$ cat src/rtl/jt12_snd_ser_pkg.sv
// rtl/jt12_snd_ser_pkg.sv - state encoding and frame-geometry helpers for the serial DAC output
//
// Purpose : shared between the RTL and its bench so both agree on the FSM
//           encoding and on how long one serial frame lasts.
// Contents: ser_state_t  - IDLE (no sample seen since reset) / RUN (clocks running)
//           frame_bits   - bits per stereo frame (two lrck half-frames)
//           frame_ticks  - clk_en ticks per stereo frame
package jt12_snd_ser_pkg;

   typedef enum logic {
      ST_IDLE = 1'b0,
      ST_RUN  = 1'b1
   } ser_state_t;

   function automatic int frame_bits(input int wslot);
      return 2 * wslot;
   endfunction

   // One bit lasts two bck half-periods of bclk_div ticks each.
   function automatic int frame_ticks(input int wslot, input int bclk_div);
      return 4 * wslot * bclk_div;
   endfunction

endpackage

$ cat src/rtl/jt12_snd_ser_clkgen.sv
// rtl/jt12_snd_ser_clkgen.sv - serial bit-clock divider with falling-edge strobe
//
// Purpose : divides clk_en ticks down to the DAC bit clock while the
//           serialiser is running; parked low with the divider cleared
//           otherwise.
// Ports   : i_clk     system clock
//           i_rst     synchronous active-high reset
//           i_clk_en  clock enable, nothing advances while low
//           i_run     serialiser is in RUN
//           o_bck     serial bit clock
//           o_fall    one-tick strobe on the tick where bck goes 1->0
module jt12_snd_ser_clkgen #(
   parameter int BCLK_DIV = 2
) (
   input  logic i_clk,
   input  logic i_rst,
   input  logic i_clk_en,
   input  logic i_run,
   output logic o_bck,
   output logic o_fall
);

   localparam int            DW       = $clog2(BCLK_DIV) + 1;
   localparam logic [DW-1:0] DIV_LAST = DW'(BCLK_DIV - 1);

   logic [DW-1:0] r_div;
   logic          r_bck;
   logic          w_wrap;

   assign w_wrap = i_clk_en & i_run & (r_div == DIV_LAST);
   assign o_fall = w_wrap & r_bck;
   assign o_bck  = r_bck;

   always_ff @(posedge i_clk) begin
      if (i_rst) begin
         r_div <= '0;
         r_bck <= 1'b0;
      end else if (i_clk_en) begin
         if (!i_run) begin
            r_div <= '0;
            r_bck <= 1'b0;
         end else if (w_wrap) begin
            r_div <= '0;
            r_bck <= ~r_bck;
         end else begin
            r_div <= r_div + 1'b1;
         end
      end
   end

endmodule

$ cat src/rtl/jt12_snd_ser.sv
// rtl/jt12_snd_ser.sv - left-justified serial DAC transmitter for the FM accumulator output
//
// Purpose : captures each stereo sample on the accumulator zero strobe into a
//           holding register and streams it MSB first, left slot then right
//           slot, each slot WSLOT bits with the sample left-justified. The
//           clocks never stop once started: with no fresh sample the last
//           frame is sent again.
// Ports   : i_clk     system clock
//           i_rst     synchronous active-high reset
//           i_clk_en  clock enable, all state (including o_ovr) holds while low
//           i_left    signed left sample, WIN bits
//           i_right   signed right sample, WIN bits
//           i_sample  i_left/i_right valid on this clk_en tick
//           o_bck     serial bit clock, DAC samples o_sd on its rising edge
//           o_lrck    0 = left slot, 1 = right slot
//           o_sd      serial data, MSB first
//           o_ovr     one-tick pulse: an unsent held sample was overwritten
module jt12_snd_ser
   import jt12_snd_ser_pkg::*;
#(
   parameter int WIN      = 12,
   parameter int WSLOT    = 16,
   parameter int BCLK_DIV = 2
) (
   input  logic                  i_clk,
   input  logic                  i_rst,
   input  logic                  i_clk_en,
   input  logic signed [WIN-1:0] i_left,
   input  logic signed [WIN-1:0] i_right,
   input  logic                  i_sample,
   output logic                  o_bck,
   output logic                  o_lrck,
   output logic                  o_sd,
   output logic                  o_ovr
);

   localparam int            FW       = frame_bits(WSLOT);
   localparam int            BW       = $clog2(FW);
   localparam int            PAD      = WSLOT - WIN;
   localparam logic [BW-1:0] BIT_LAST = BW'(FW - 1);
   localparam logic [BW-1:0] BIT_HALF = BW'(WSLOT - 1);

   // Left-justify one sample inside its slot; low PAD bits are zero.
   function automatic logic [WSLOT-1:0] to_slot(input logic [WIN-1:0] x);
      logic [WSLOT-1:0] t;
      t = WSLOT'(x);
      return t << PAD;
   endfunction

   ser_state_t     r_state;
   ser_state_t     w_state_nx;

   logic [WIN-1:0] r_hold_l;
   logic [WIN-1:0] r_hold_r;
   logic           r_hold_v;
   logic [FW-1:0]  r_shift;
   logic [FW-1:0]  r_frame;     // last frame loaded, resent when nothing new arrives
   logic [BW-1:0]  r_bit;
   logic           r_lrck;
   logic           r_sd;
   logic           r_ovr;

   logic           w_fall;
   logic           w_frame_end;
   logic           w_load;
   logic           w_bypass;
   logic [FW-1:0]  w_word;

   jt12_snd_ser_clkgen #(
      .BCLK_DIV (BCLK_DIV)
   ) u_clkgen (
      .i_clk    (i_clk),
      .i_rst    (i_rst),
      .i_clk_en (i_clk_en),
      .i_run    (r_state == ST_RUN),
      .o_bck    (o_bck),
      .o_fall   (w_fall)
   );

   // ------------------------------------------------------------------
   // FSM: state register
   // ------------------------------------------------------------------
   always_ff @(posedge i_clk) begin
      if (i_rst) begin
         r_state <= ST_IDLE;
      end else begin
         r_state <= w_state_nx;
      end
   end

   // ------------------------------------------------------------------
   // FSM: next state and frame-load decisions
   // ------------------------------------------------------------------
   always_comb begin
      w_state_nx  = r_state;
      w_load      = 1'b0;
      w_bypass    = 1'b0;
      w_frame_end = 1'b0;
      case (r_state)
         ST_IDLE: begin
            if (i_clk_en && r_hold_v) begin
               w_load     = 1'b1;
               w_state_nx = ST_RUN;
            end
         end
         ST_RUN: begin
            // w_fall is already qualified by clk_en inside the clock generator.
            w_frame_end = w_fall && (r_bit == BIT_LAST);
            if (w_frame_end) begin
               w_load = 1'b1;
               // A strobe landing on the frame boundary goes straight into the
               // new frame instead of waiting a whole frame in the hold buffer.
               w_bypass = i_sample;
            end
         end
         default: begin
            w_state_nx = ST_IDLE;
         end
      endcase
   end

   // Frame source for a load: fresh inputs, then the hold buffer, then a repeat.
   always_comb begin
      w_word = r_frame;
      if (w_bypass) begin
         w_word = {to_slot(i_left), to_slot(i_right)};
      end else if (r_hold_v) begin
         w_word = {to_slot(r_hold_l), to_slot(r_hold_r)};
      end
   end

   // ------------------------------------------------------------------
   // Hold buffer, shifter and slot tracking
   // ------------------------------------------------------------------
   always_ff @(posedge i_clk) begin
      if (i_rst) begin
         r_hold_l <= '0;
         r_hold_r <= '0;
         r_hold_v <= 1'b0;
         r_shift  <= '0;
         r_frame  <= '0;
         r_bit    <= '0;
         r_lrck   <= 1'b0;
         r_sd     <= 1'b0;
         r_ovr    <= 1'b0;
      end else if (i_clk_en) begin
         // Overrun only when the pending sample is neither consumed by a load
         // nor bypassed on this tick.
         r_ovr <= i_sample & r_hold_v & ~w_load;

         if (w_bypass) begin
            r_hold_v <= 1'b0;
         end else if (i_sample) begin
            // In IDLE a load and a new strobe can coincide: the load takes the
            // old held sample and the new one waits in the buffer.
            r_hold_l <= i_left;
            r_hold_r <= i_right;
            r_hold_v <= 1'b1;
         end else if (w_load) begin
            r_hold_v <= 1'b0;
         end

         if (w_load) begin
            r_shift <= w_word;
            r_frame <= w_word;
            r_sd    <= w_word[FW-1];
            r_bit   <= '0;
            r_lrck  <= 1'b0;
         end else if (w_fall) begin
            // sd and lrck move together on the falling edge so both are stable
            // at the following rising edge.
            r_shift <= r_shift << 1;
            r_sd    <= r_shift[FW-2];
            r_bit   <= r_bit + 1'b1;
            if (r_bit == BIT_HALF) begin
               r_lrck <= 1'b1;
            end
         end
      end
   end

   assign o_lrck = r_lrck;
   assign o_sd   = r_sd;
   assign o_ovr  = r_ovr;

endmodule

$ cat config.mk
export PLATFORM = sky130hd
export DESIGN_NAME = jt12_snd_ser
export DESIGN_NICKNAME = d
export VERILOG_FILES = /design/src/rtl/jt12_snd_ser_pkg.sv /design/src/rtl/jt12_snd_ser_clkgen.sv /design/src/rtl/jt12_snd_ser.sv
export SDC_FILE = /design/constraint.sdc
export NUM_CORES = 1
export LEC_CHECK = 0
export BUFFER_PORTS_ARGS = -buffer_cell sky130_fd_sc_hd__buf_2
export CAP_MARGIN = 20
export CORE_UTILIZATION = 36
export DETAILED_ROUTE_END_ITERATION = 8
export GPL_TIMING_DRIVEN = 0
export PLACE_DENSITY = 0.57
export SYNTH_ARGS = -nofsm -noshare
export SYNTH_HDL_FRONTEND = slang
export SYNTH_SLANG_ARGS = --single-unit
$ cat constraint.sdc
create_clock -name i_clk -period 2.32 [get_ports i_clk]
set_clock_uncertainty 0.05 [all_clocks]
set_input_delay 0.232 -clock i_clk [delete_from_list [all_inputs] [get_ports i_clk]]
set_output_delay 0.232 -clock i_clk [all_outputs]
set_load 0.02 [all_outputs]
==> summary.txt, run 1 <==
GRT
  – Total GRT Usage: 0.188
  – Initial antenna violation count: 0
  – Pin count of the biggest net entering global routing: 18
  – Global-route wire length before repair: 18,600 um
  – Gr ovfl total: 0
  – Vias in the first global route: 3,609

Synthesis
  – Yosys top cell area share: 0.453
  – Seq cells post-synth: 100
  – Synthesized area: between 4000 and 5000 um2
  – Top FF cell, synth: dfxtp_1
  – Count leader, synth: dfxtp_1
  – Post-Synthesis Net Count: 532
  – Cell taking the most area after synthesis: dfxtp_1
  – Post-synthesis cell type count: 37
  – Syn avg cell area: 8.82 um2
  – Asr flop ratio synth: 0
  – Commonest cells post-synth: dfxtp_1, a21oi_1, nand2_1, nor2_1, o21ai_0
  – Yosys warns: 0
  – Cell count after synthesis: about 500
  – Main area contributors after synthesis: dfxtp_1, a21oi_1, nand2_1, mux2i_1, a211oi_2
  – Post-synthesis sequential area ratio: 0.453
  – Post-synth EDFFs: 0

Outcome
  – Status: complete, no violations

Pwr
  – VDD IR-drop max: roughly 0.38 mV
  – PD cells: 718 nW/um2
  – P_leak: approximately 0.0018 uW
  – Tot Pwr: around 3700 uW

Hold path
  – Hold Crit Class: input pin to flip-flop

Setup path
  – Crit. End Element: flip-flop
  – Worst EP arrival: 2.39 ns
  – CP Launch Type: flip-flop
  – Worst Setup SP: r_bit[0]
  – Worst r2r src: r_bit[0]
  – CP Data Required Time: roughly 2.5 ns
  – RR Endpoint: r_shift[12]
  – Worst-case reg-to-reg path depth: 8
  – Crit path capture: r_shift[12]
  – Crit-path max FO: 10
  – Setup CP Type: flip-flop to flip-flop
  – Reg2Reg Setup Slack: around 0.13 ns

Final layout
  – Final instance area: just over 5000 um2
  – Fin cells: 698
  – Area Growth Syn to Fin: 16.3%
  – # diodes: 0
  – Final #Nets: between 500 and 600
  – Final core utilization: 0.429
  – Fraction of layout cells with a size suffix above 1: 0.198
  – # fillers: approximately 1,200

Timing
  – Slew @ Worst Pin: roughly 0.69 ns
  – Final Max Tran Viols: 0
  – Hold Violations, Final: 0
  – Post-route clock period utilization: 0.945
  – Min Tclk post-route: between 2 and 2.5 ns
  – Fmax: approximately 460 MHz
  – RSZ-0062 raised after global routing: true
  – Setup WS post-layout: between 0.1 and 0.15 ns
  – Final setup viols: 0
  – Rel. slew slack: 0.537

Detailed routing
  – Drt first pass iters: 5
  – Vias per cell: between 5 and 6
  – Initial drt markers: slightly below 300
  – Total wire length: 11,300 um
  – Via Count: 3,763
  – Per-cell routed wire length: around 16 um
  – DR DRC count: 0
  – Post-route ant nets: 0

Placed design
  – Placed Instance Area: ~4800 um2
  – Dpl cells: 678
  – HPWL after DPL: between 7000 and 8000 um
  – Port Buffers: 30
  – Dpl ws: -0.0825 ns
  – GPL Wtd Cong: about 0.77

Floorplanning
  – Chip height: 113 um
  – Die area: about 13,000 um2
  – Initial Util: 0.369
  – Row cnt: 40
  – Core box area: between 10,000 and 15,000 um2
  – IO Pins: 32
  – Die width: about 110 um

CTS
  – CTS buffer count: 9
  – Root Driver: clkbuf_16
  – Clock Tree Buf Depth: 2
  – Hold buffers post-CTS: 0
  – Clock Pin Slew Worst Setup and Hold Paths: ~0.07 ns
  – CTS H-tree depth: 3
  – Worst-Skew Late Latency: between 0.3 and 0.4 ns
  – Clk sinks: 100
  – CTS tree: yes

Flow run
  – Max-Cap Viols: 0
[layout make-up]
class                           count  area [um2]  share of cell area
Buffer                             42         267              0.0519
Clock buffer                        9         225              0.0439
Clock inverter                      7        97.6              0.0190
Inverter                            2        7.51             0.00146
Multi-Input combinational cell    357        2170               0.423
Sequential cell                   100        2000               0.390
Tap cell                          147         184              0.0358
Timing Repair Buffer               34         180              0.0351
[layout by cell type (no fill, tap or decap), types with 7 or more instances in the layout]
cell,instances
nor3_1,8
o211ai_1,26
nor2_1,39
buf_2,38
buf_4,14
o21ai_0,21
mux2i_1,25
nand2_1,75
a21oi_1,77
clkbuf_1,13
dfxtp_1,100
a221oi_1,7
a211oi_1,7
and2_1,8
clkbuf_16,9
a211oi_2,18
[cells by family (layout without fill, tap and decap cells)]
group	after synthesis	count (layout)	synth area share
AO/OA/AOI/OAI	173	173	0.261
AND/OR/NAND/NOR	154	154	0.159
adder cells (fa/ha/maj)	3	3	0.00850
multiplexers	25	25	0.0567
flip-flops	100	100	0.453
buffers and inverters	44	94	0.0572
XOR/XNOR	2	2	0.00397
[state kept, by name (all words and copies together) (netlist names), 2 cells and up]
register / count
r_frame: 32
r_shift: 31
r_hold_l: 12
r_hold_r: 12
r_bit: 5
u_clkgen.r_div: 2
[stage by stage]
stage	hold WS (ns)	setup TNS, ns
floorplan	0.318	0
global placement	0.392	-0.00409
detailed placement	0.395	-1.11
CTS	0.0856	0
global route	0.0906	-0.303
finish	0.0894	0
[power by group]
| group | total (uW) | internal (uW) | leakage, uW | switching (uW) |
|---|---|---|---|---|
| sequential | 1790 | 1760 | 0.000811 | 25.5 |
| combinational | 282 | 104 | 0.000843 | 177 |
| clock | 1620 | 951 | 0.000152 | 668 |
[critical path, stage by stage (launching register included)]
cell and delay [ns]:
dfxtp_1 0.37, ha_1 0.18, and3_1 0.20, ha_2 0.24
and3_2 0.25, a21o_2 0.22, buf_4 0.21, o211ai_1 0.15
a211oi_1 0.23
[how the worst min path moves through the flow]
| stage | from | endpoint | slack, ns | cells after the start |
|---|---|---|---|---|
| 2_1_floorplan | i_left[0] | r_hold_l[0] | 0.32 | 2 |
| 6_report | i_right[8] | r_hold_r[8] | 0.09 | 3 |
| 3_5_place_dp | r_frame[0] | r_frame[0] | 0.39 | 1 |
| 5_1_grt | i_right[9] | r_hold_r[9] | 0.09 | 3 |
| 3_3_place_gp | r_frame[9] | r_frame[9] | 0.39 | 2 |
| 4_1_cts | i_right[8] | r_hold_r[8] | 0.09 | 3 |
[per-layer routing]
metal | part of all wire | wire, um | global-route usage
met5 | 0 | 0 | 0
met1 | 0.48 | 5390 | 0.258
met2 | 0.48 | 5410 | 0.307
met4 | 0.011 | 130 | 0.0542
met3 | 0.035 | 402 | 0.0289
[timing repair]
action	in CTS	in global routing
setup endpoints to repair	32	78
buffers inserted	2	2
cloned	0	0
pin swaps	1	2
resized for setup	1	22
Power figures use the tool's default switching activity.
==> run 2: changes to the inputs <==
PLACE_DENSITY = 0.54   (was 0.57)
==> summary.txt, run 2 (synthesized netlist as in run 1, its figures left out) <==
Detailed routing
  – Initial drt markers: around 260
  – Total wire length: about 12,000 um
  – Via Count: about 3,700
  – Per-cell routed wire length: between 15 and 20 um
  – Drt first pass iters: 7
  – Vias per cell: about 5.4
  – Post-route ant nets: 0
  – DR DRC count: 0

Hold path
  – Hold path start: i_right[7]
  – Hold depth: 3
  – Hold Crit Class: input pin to flip-flop
  – WHS Endpoint: r_hold_r[7]

Floorplanning
  – IO Pins: 32
  – Die area: ~13,000 um2
  – Initial Util: 0.369
  – Core box area: roughly 12,000 um2
  – Chip height: about 110 um
  – Die width: 113 um
  – Row cnt: 40

Timing
  – Post-route clock period utilization: 0.947
  – Rel. slew slack: 0.532
  – Fmax: 455 MHz
  – RSZ-0062 raised after global routing: false
  – Final setup viols: 0
  – Setup_tns: 0 ns
  – Min Tclk post-route: 2.20 ns
  – Slew @ Worst Pin: approximately 0.70 ns
  – Hold Violations, Final: 0
  – Final Max Tran Viols: 0

Final layout
  – Storage element area: 2000 um2
  – # diodes: 0
  – Most frequent cells in the layout: dfxtp_1, a21oi_1, nand2_1
  – Area Growth Syn to Fin: 17.4%
  – Max reg flops: 32
  – Final #Nets: ~570
  – Area occupied by multi-input gates: around 2200 um2
  – Fraction of layout cells with a size suffix above 1: 0.193
  – Final instance area: about 5200 um2
  – # fillers: approximately 1,200
  – Biggest register: r_frame
  – Largest registers: r_frame (32), r_shift (31)
  – Most common cell after layout, fill and taps aside: dfxtp_1

Setup path
  – Crit. End Element: flip-flop
  – Worst EP arrival: about 2.4 ns
  – Worst r2r src: r_bit[0]
  – Reg2Reg Setup Slack: approximately 0.12 ns
  – Setup CP Type: flip-flop to flip-flop
  – RR Endpoint: r_hold_r[5]
  – CP Launch Type: flip-flop
  – Crit-path max FO: 10
  – Worst-case reg-to-reg path depth: 8
  – CP Data Required Time: between 2 and 3 ns

CTS
  – Hold buffers post-CTS: 0
  – Clk sinks: 100
  – CTS H-tree depth: 3
  – CTS tree: yes
  – CTS buffer count: 9
  – Root Driver: clkbuf_16
  – Clock Tree Buf Depth: 2
  – Clock Pin Slew Worst Setup and Hold Paths: 0.07 ns
  – Worst-Skew Late Latency: between 0.3 and 0.4 ns

GRT
  – Global-route wire length before repair: between 15,000 and 20,000 um
  – Gr ovfl total: 0
  – Total GRT Usage: 0.198
  – Vias in the first global route: about 3,700
  – Pin count of the biggest net entering global routing: 17
  – Initial antenna violation count: 0

Outcome
  – Status: complete, no violations

Placed design
  – Port Buffers: 30
  – Placed Instance Area: about 4800 um2
  – HPWL after DPL: approximately 8100 um
  – GPL Wtd Cong: between 0.7 and 0.8

Pwr
  – Internal Power: roughly 3100 uW
  – Clk network pwr share: 0.482
  – Tot Pwr: about 4000 uW
  – Comb pwr share: 0.071
  – VDD IR-drop max: approximately 0.38 mV
  – Flop pwr share: 0.447
  – PD cells: just under 800 nW/um2
  – P_leak: ~0.0018 uW
  – Psw: 861 uW
  – Sw frac: 0.215

Flow run
  – Max-Cap Viols: 0
-- run 2: cell count changes in the layout (fill, tap and decap cells not counted), moves of 2 or more --
cell / before / now
o21ai_1: 6 / 0
o21ai_0: 21 / 27
inv_6: 2 / 0
bufinv_16: 2 / 5
buf_4: 14 / 12
-- run 2: per-stage QoR --
step | utilization | setup slack (ns) | std cells | hold WS (ns)
floorplan | - | 0.339 | 501 | 0.318
global placement | 0.397 | -0.00970 | 678 | 0.391
detailed placement | 0.397 | -0.108 | 678 | 0.398
CTS | 0.431 | 0.000526 | 695 | 0.0695
global route | 0.433 | 0.00555 | 695 | 0.0727
finish | 0.433 | 0.122 | 695 | 0.0816
-- run 2: cell type report --
type,instances,share of cell area
clock buffer,9,0.0434
timing repair buffer,31,0.0304
clock inverter,7,0.0314
buffer,42,0.0514
inverter,2,0.00145
tap,147,0.0355
multi-input combinational,357,0.420
sequential,100,0.386
-- run 2: power by group through the flow --
stage	logic (uW)	registers, uW	clock network, uW
floorplan	185	1820	0
global route	311	1790	2020
global placement	274	1820	0
CTS	282	1790	1970
finish	283	1790	1930
detailed placement	280	1830	0
-- run 2: critical path: stages (launching register included) --
cell	delay [ns]
dfxtp_1	0.34
ha_1	0.21
and3_1	0.23
ha_4	0.19
and3_2	0.25
a21oi_2	0.34
clkbuf_4	0.31
nand2_1	0.07
a21oi_1	0.13
-- run 2: worst max-delay path by stage --
stage                   to      from  slack, ns  cells after the start
6_report       r_hold_r[5]  r_bit[0]       0.12                      8
5_1_grt        r_hold_r[3]  r_bit[0]      0.006                      8
4_1_cts        r_hold_l[3]  r_bit[0]     0.0005                      8
3_5_place_dp   r_shift[11]  r_bit[0]      -0.11                      8
3_3_place_gp   r_shift[12]  r_bit[0]      -0.01                      8
2_1_floorplan  r_shift[14]  r_bit[0]       0.34                      9
-- run 2: metal layers --
layer / vias up / share of wire / GRT usage
li1: 1872 / - / -
met1: 1796 / 0.47 / 0.251
met2: 59 / 0.48 / 0.327
met3: 15 / 0.029 / 0.0273
met4: 0 / 0.020 / 0.104
met5: - / 0 / 0
-- run 2: timing repair --
action | 4_1_cts | 5_1_grt
resized for setup | 4 | 13
endpoints found under the setup margin | 40 | 84
pin swaps | 1 | 1
buffers inserted | 1 | 0
